File: src/rtl/uart_pkg.sv
// Shared types for the UART transmit arbiter: FSM encoding and
// the width of the mid-packet idle counter.
package uart_pkg;

    localparam logic [1:0] ST_IDLE  = 2'd0;
    localparam logic [1:0] ST_GRANT = 2'd1;
    localparam logic [1:0] ST_SEND  = 2'd2;
    localparam logic [1:0] ST_WAIT  = 2'd3;

    typedef enum logic [1:0] {
        IDLE  = ST_IDLE,
        GRANT = ST_GRANT,
        SEND  = ST_SEND,
        WAIT  = ST_WAIT
    } state_e;

    localparam int CNT_W = 8;
    typedef logic [CNT_W-1:0] cnt_t;

endpackage

File: src/rtl/uart_rr_pick.sv
// Round-robin picker: first set request at or above ptr, wrapping
// modulo N.
module uart_rr_pick #(
    parameter int N = 4,
    parameter int W = 2
) (
    input  logic [N-1:0] req,
    input  logic [W-1:0] ptr,
    output logic         found,
    output logic [W-1:0] index
);

    logic [W-1:0] j;

    // Walk offsets high to low so the smallest offset wins.
    always_comb begin
        found = 1'b0;
        index = '0;
        j     = '0;
        for (int i = N - 1; i >= 0; i--) begin
            j = W'((int'(ptr) + i) % N);
            if (req[j]) begin
                found = 1'b1;
                index = j;
            end
        end
    end

endmodule

File: src/rtl/uart_tx_arb.sv
// Packet-granular round-robin arbiter feeding one byte at a time
// to a UART transmitter, with a mid-packet idle timeout.
module uart_tx_arb
    import uart_pkg::*;
#(
    parameter int NUM_REQ = 4,
    parameter int REQ_W   = 2,
    parameter int TIMEOUT = 255
) (
    input  logic                 clk,
    input  logic                 resetb,
    input  logic [NUM_REQ-1:0]   req_valid,
    input  logic [NUM_REQ-1:0]   req_last,
    input  logic [8*NUM_REQ-1:0] req_data,
    output logic [NUM_REQ-1:0]   req_ready,
    output logic                 we,
    output logic [7:0]           tx_data,
    input  logic                 tx_busy,
    input  logic                 tx_done,
    output logic                 grant_valid,
    output logic [REQ_W-1:0]     grant_id
);

    state_e           state_q, state_d;
    logic [REQ_W-1:0] rr_ptr_q, rr_ptr_d;
    logic [REQ_W-1:0] gid_q, gid_d;
    logic             gv_q, gv_d;
    logic             last_q, last_d;
    logic [7:0]       tx_data_q, tx_data_d;
    cnt_t             cnt_q, cnt_d;

    logic             pick_found;
    logic [REQ_W-1:0] pick_idx;
    logic [REQ_W-1:0] ptr_after;

    uart_rr_pick #(
        .N (NUM_REQ),
        .W (REQ_W)
    ) u_pick (
        .req   (req_valid),
        .ptr   (rr_ptr_q),
        .found (pick_found),
        .index (pick_idx)
    );

    assign ptr_after = (gid_q == REQ_W'(NUM_REQ - 1)) ? '0 : gid_q + 1'b1;

    always_comb begin
        state_d   = state_q;
        rr_ptr_d  = rr_ptr_q;
        gid_d     = gid_q;
        gv_d      = gv_q;
        last_d    = last_q;
        tx_data_d = tx_data_q;
        cnt_d     = cnt_q;
        req_ready = '0;
        we        = 1'b0;
        unique case (state_q)
            IDLE: begin
                if (pick_found && !tx_busy) begin
                    state_d = GRANT;
                    gv_d    = 1'b1;
                    gid_d   = pick_idx;
                    cnt_d   = '0;
                end
            end
            GRANT: begin
                if (req_valid[gid_q] && !tx_busy) begin
                    req_ready[gid_q] = 1'b1;
                    tx_data_d = req_data[{gid_q, 3'b000} +: 8];
                    last_d    = req_last[gid_q];
                    cnt_d     = '0;
                    state_d   = SEND;
                end else if (!req_valid[gid_q]) begin
                    // Owner stalled mid-packet: release after TIMEOUT idle cycles.
                    if (cnt_q == cnt_t'(TIMEOUT - 1)) begin
                        state_d  = IDLE;
                        gv_d     = 1'b0;
                        rr_ptr_d = ptr_after;
                        cnt_d    = '0;
                    end else begin
                        cnt_d = cnt_q + 1'b1;
                    end
                end
            end
            SEND: begin
                we      = 1'b1;
                state_d = WAIT;
            end
            WAIT: begin
                if (tx_done) begin
                    if (last_q) begin
                        state_d  = IDLE;
                        gv_d     = 1'b0;
                        rr_ptr_d = ptr_after;
                    end else begin
                        state_d = GRANT;
                        cnt_d   = '0;
                    end
                end
            end
            default: state_d = IDLE;
        endcase
    end

    always_ff @(posedge clk or negedge resetb) begin
        if (!resetb) begin
            state_q   <= IDLE;
            rr_ptr_q  <= '0;
            gid_q     <= '0;
            gv_q      <= 1'b0;
            last_q    <= 1'b0;
            tx_data_q <= 8'h00;
            cnt_q     <= '0;
        end else begin
            state_q   <= state_d;
            rr_ptr_q  <= rr_ptr_d;
            gid_q     <= gid_d;
            gv_q      <= gv_d;
            last_q    <= last_d;
            tx_data_q <= tx_data_d;
            cnt_q     <= cnt_d;
        end
    end

    assign tx_data     = tx_data_q;
    assign grant_valid = gv_q;
    assign grant_id    = gid_q;

endmodule

File: config.mk
export PLATFORM = sky130hd
export DESIGN_NAME = uart_tx_arb
export DESIGN_NICKNAME = d
export VERILOG_FILES = /design/src/rtl/uart_pkg.sv /design/src/rtl/uart_rr_pick.sv /design/src/rtl/uart_tx_arb.sv
export SDC_FILE = /design/constraint.sdc
export NUM_CORES = 1
export LEC_CHECK = 0
export ABC_CLOCK_PERIOD_IN_PS = 2300
export BUFFER_PORTS_ARGS = -buffer_cell sky130_fd_sc_hd__buf_2
export CORE_MARGIN = 3
export CORE_UTILIZATION = 35
export DETAILED_ROUTE_END_ITERATION = 6
export PLACE_DENSITY = 0.64
export SYNTH_ARGS = -nofsm -noshare
export SYNTH_HDL_FRONTEND = slang
export SYNTH_SLANG_ARGS = --single-unit
File: constraint.sdc
create_clock -name clk -period 2.3 [get_ports clk]
set_clock_uncertainty 0.05 [all_clocks]
set_input_delay 0 -clock clk [delete_from_list [all_inputs] [get_ports clk]]
set_output_delay 0 -clock clk [all_outputs]
set_load 0.005 [all_outputs]
# == Word-level counts from Yosys, hierarchy flattened ==
# Cells that the tools add are included.
# word_totals
in_bits,44
ff_bits,24
# classes
addsub,5
order_cmp,6
reduce_logical,13
eq_ne,14
shift,1
muxes,53
# op_table
op,count
2-to-1 mux 8 bit,6
indexed part select 32 x 6 -> 8 bit,1
2-to-1 mux 2 bit,15
one-hot mux 8 bit (3 select lines),1
2-to-1 mux 1 bit,19
less-than comparator 2 x 3 -> 1 bit (second input constant),5
inequality test 2 bit (second input constant),7
binary-select mux 1 bit (select 2 bit),6
adder 8 x 1 -> 8 bit (second input constant),1
equality test 8 bit (second input constant),1
2-to-1 mux 4 bit,2
one-hot mux 2 bit (4 select lines),1
AND reduction 7 bit,1
equality test 2 bit (second input constant),3
inequality test 3 bit (second input constant),2
AND reduction 6 bit,1
AND reduction 5 bit,1
adder 2 x 1 -> 2 bit (second input constant),2
adder 2 bit (second input constant),2
one-hot mux 2 bit (2 select lines),1
AND reduction 2 bit,2
AND reduction 4 bit,1
logical AND 1 bit,3
one-hot mux 1 bit (3 select lines),1
other kinds (7),7

# == Longest topological paths before layout ==
# logic_depth
depth_word,10
ltp_mapped,6

# == Cells and area by module ==
# Synthesis repeated with hierarchy kept, for this count alone.
# hier_totals
hier_cells,151
area_unflattened_um2,1665.3
# by_module_without_submodules
mod,area_each_um2,instances,seq_area_each_um2,cells_per_inst
uart_tx_arb,1587.8,1,600.6,138
uart_rr_pick,77.6,1,0.0,13

# == Worst setup path before layout ==
# Ideal clock, no wire load.
# synth_timing
path_kind,reg2reg
start,"register gid_q[1], in the netlist grant_id[1]"
end,register cnt_q[0]
arrival_ns,2.142
stages_incl_launch_ff,6
slack_ns,-0.017
setup_time_ns,0.125
n_path_buf,1
cell_sequence,dfrtp_1 mux4_2 a221oi_1 or2_1 buf_4 mux2_2
# synth_between
elab_chain_len,5
word_cells_on_any_way,7
# synth_rtl
element,line,source
"start, declared",uart_tx_arb.sv:26,"logic [REQ_W-1:0] gid_q, gid_d;"
"start signal, assigned",uart_tx_arb.sv:118,gid_q <= gid_d;
binary-select mux 1 bit (select 2 bit) *,"uart_tx_arb.sv:68, uart_tx_arb.sv:74",
2-to-1 mux 1 bit (implied by the code) *,"uart_tx_arb.sv:68, uart_tx_arb.sv:74",
logical AND 1 bit,uart_tx_arb.sv:68,if (req_valid[gid_q] && !tx_busy) begin
inequality test 3 bit (no line) / 2-to-1 mux 8 bit (equally long branches),n/a,
AND reduction 5 bit (no line) / one-hot mux 8 bit (3 select lines) (equally long branches),n/a,
"end signal, assigned",uart_tx_arb.sv:122,cnt_q <= cnt_d;
"end, declared",uart_tx_arb.sv:30,"cnt_t cnt_q, cnt_d;"
# Mark *: on every way between the ends. The rest lies on a longest branch, timed or not. The select of a mux whose other input is x is not followed.
# A chain may end at the register's enable or synchronous reset.

# == Final worst setup path ==
# layout_timing
start,"register gid_q[1], in the netlist grant_id[1]"
end,register rr_ptr_q[0]
# layout_between
elab_chain_len,6
word_cells_on_any_way,14
# layout_rtl
element,line,source
equality test 2 bit,uart_tx_arb.sv:46,assign ptr_after = (gid_q == REQ_W'(NUM_REQ - 1)) ? '0 : gid_q + 1'b1;
2-to-1 mux 2 bit,uart_tx_arb.sv:46,
2-to-1 mux 2 bit,uart_tx_arb.sv:76,if (cnt_q == cnt_t'(TIMEOUT - 1)) begin
2-to-1 mux 2 bit,uart_tx_arb.sv:74,end else if (!req_valid[gid_q]) begin
2-to-1 mux 2 bit,uart_tx_arb.sv:68,
one-hot mux 2 bit (2 select lines),uart_tx_arb.sv:58,unique case (state_q)
"end signal, assigned",uart_tx_arb.sv:117,rr_ptr_q <= rr_ptr_d;
"end, declared",uart_tx_arb.sv:25,"logic [REQ_W-1:0] rr_ptr_q, rr_ptr_d;"
# Several ways; a longest one is shown, not always the timed one. The select of a mux whose other input is x is not followed.

==> metrics.csv <==
metric,value,unit
Setup TNS,0,ps
vias,1401,
Synth top area share,0.378,
Mapped Nets,192,
maximum number of pins on one net before global-route repair,25,
Synth Register Bits,24,
most common cell in the netlist,dfrtp_1,
Post-Syn Instances,142,
placed cell area,1990,sq um
CTS tree,yes,
Commonest cells post-synth,"24 x dfrtp_1, 11 x mux2_2, 10 x mux4_2, 10 x nand2_1, 9 x nor2_1",
area grow syn2layout,30.5,%
gpl congestion,0.799,
area of the core,4200,sq um
"Req. time, crit path",2410,ps
most frequently used flop master after synthesis,dfrtp_1,
I/O Pins,60,
total global routing overflow,0,
Final setup viols,0,
Final Hold Vio Count,0,
# diodes,0,
postcts setup bufs,0,
htree depth,1,
CP startpoint kind,register,
synth unique cells,32,
row count,23,
asr flop ratio synth,1.00,
Synth area leader,dfrtp_1,
crit end category,register,
HP Class,input pin to register,
PwrDens,1130,nW/um^2
TritonCTS Buffers,3,
Clock Root Buffer,clkbuf_8,
Detailed Route Iter0 Violations,59,
Synth Warn #,0,
"Seq/Total Area, Yosys",0.378,
die area,5390,sq um
Port Buffers,59,
nets,259,
"Reg clk slew, reported paths",90,ps
drt drc,0,
first-pass GRT wire length,6670,microns
Final ANT Viol Nets,0,
crit path kind,register to register,
clock sinks,24,
Final Routed Wirelength,3800,microns
"EDFF count, synth",0,
fin area,2080,sq um
vias in the first global route,1478,
FILL cells,392,
Synth Area per Inst,11.2,sq um
placed cell count,253,
share of cells above drive strength 1,0.476,
Pleak,0.995,nW
crit-path max FO,2,
status,"finished, final reports clean",
DRT Pass-1 Iters,4,
Die H,73.4,microns
Max VDD drop,0.512,mV
RSZ-0062 raised after global routing,no,
CP Cell Sequence,"mux4_2, or4_4, o32a_4, mux2_4",
Max Freq,0.451,GHz
critical path arrival,2330,ps
Critical Path Slowest Stage Cell,or4_4,
CTS Buffer Depth,2,
Initial Util,0.378,
Max-slew headroom,0.610,
worst slew pin tran,579,ps
hold path cells,4,
"top cells by area, synth","dfrtp_1 38%, mux4_2 14%, mux2_2 7.8%, ha_1 4.7%, a32o_1 3.8%",
initial antenna violation count,0,
R2R depth,4,
fin cells,258,
WL per Instance,14.7,microns
max cap viols,0,
dpl hpwl,3030,microns
fin crit share,0.965,
"Clk Latency, worst-skew pair",270,ps
post-synthesis cell area,1590,sq um
Worst path max stage delay,530,ps
Final Power,2.34,mW
Total GRT Usage,0.158,
Via density,5.43,
Chip Width,73.4,microns
Final Slew Violations,0,
Final Critical Period,2220,ps
final timing paths:
path | startpoint | end | slack, ps
worst min-delay path | tx_done | register | 30
min in group asynchronous | resetb | grant_valid$_DFFE_PN0P_ | 180
worst max register to register | grant_id[1]$_DFFE_PN0P_ | rr_ptr_q[0]$_DFFE_PN0P_ | 80
worst max-delay path | grant_id[1]$_DFFE_PN0P_ | rr_ptr_q[0]$_DFFE_PN0P_ | 80
max in group asynchronous | resetb | last_q$_DFFE_PN0P_ | 1670
worst min register to register | tx_data[6]$_DFFE_PN0P_ | tx_data[6]$_DFFE_PN0P_ | 460
cells by family after synthesis:
group / synth area share
mux: 0.251
fa+ha+maj: 0.0472
compound gates: 0.141
simple gates: 0.146
buf+inv: 0.0378
flops: 0.378
final cells by class:
class                   count  area [sq um]  area share
multi-input cells         103           938       0.452
flip-flops and latches     24           601       0.289
repair buffers             69           373       0.180
well taps                  50          62.6      0.0301
clock buffers               3          41.3      0.0199
clock inverters             1          30.0      0.0145
inverters                   8          30.0      0.0145
state kept, by name, summed over array words and instances, names as in the netlist, named ones only:
| name | count |
|---|---|
| cnt_q | 8 |
| last_q | 1 |
| tx_data | 8 |
| state_q | 1 |
| grant_valid | 1 |
| grant_id | 2 |
| rr_ptr_q | 2 |
metrics by stage:
| step | hold slack (ps) | worst slack (ps) | utilization |
|---|---|---|---|
| floorplan | -346 | 13.3 | - |
| global placement | -37.1 | 21.3 | 0.474 |
| detailed placement | -37.1 | -63.2 | 0.474 |
| CTS | 30.6 | 80.0 | 0.494 |
| global route | 59.4 | 35.4 | 0.494 |
| finish | 32.7 | 80.8 | 0.494 |
metal layers:
| layer | wire length, microns | GRT usage | share of wire | vias to the layer above |
|---|---|---|---|---|
| li1 | - | - | - | 682 |
| met1 | 1700 | 0.219 | 0.45 | 659 |
| met2 | 1810 | 0.250 | 0.48 | 56 |
| met3 | 261 | 0.0383 | 0.069 | 4 |
| met4 | 35 | 0.0362 | 0.0092 | 0 |
| met5 | 0 | 0 | 0 | - |
report_power, final:
| part | total (mW) | internal (mW) | switching (mW) |
|---|---|---|---|
| clock network | 0.374 | 0.233 | 0.141 |
| logic | 1.25 | 0.675 | 0.574 |
| registers | 0.719 | 0.579 | 0.140 |
| total | 2.34 | 1.49 | 0.856 |
cell usage in the layout (no fill, tap or decap), types with 3 or more instances in the layout:
master    count
nor2b_1       4
a21oi_1       3
nor2_1        9
clkbuf_8      3
buf_4         9
and3_1        4
mux2_2       11
nand2_1      10
buf_2        59
dfrtp_1      24
a32o_1        6
nand3_1       3
ha_1          6
o21ai_0       3
inv_1         8
nor3_1        8
o32ai_1       6
mux4_2       10
timing repair:
action / 4_1_cts / 5_1_grt
hold buffers: 1 / 0
endpoints found under the setup margin: 9 / 0
hold endpoints to repair: 24 / 0
gates resized for setup: 1 / 0
worst max-delay path: cells and delay by family (launching register included):
| kind | cells | cell delay (ps) |
|---|---|---|
| compound gates | 1 | 340 |
| flops | 1 | 380 |
| mux | 2 | 820 |
| simple gates | 1 | 530 |
(Power assumes the default switching activity.)
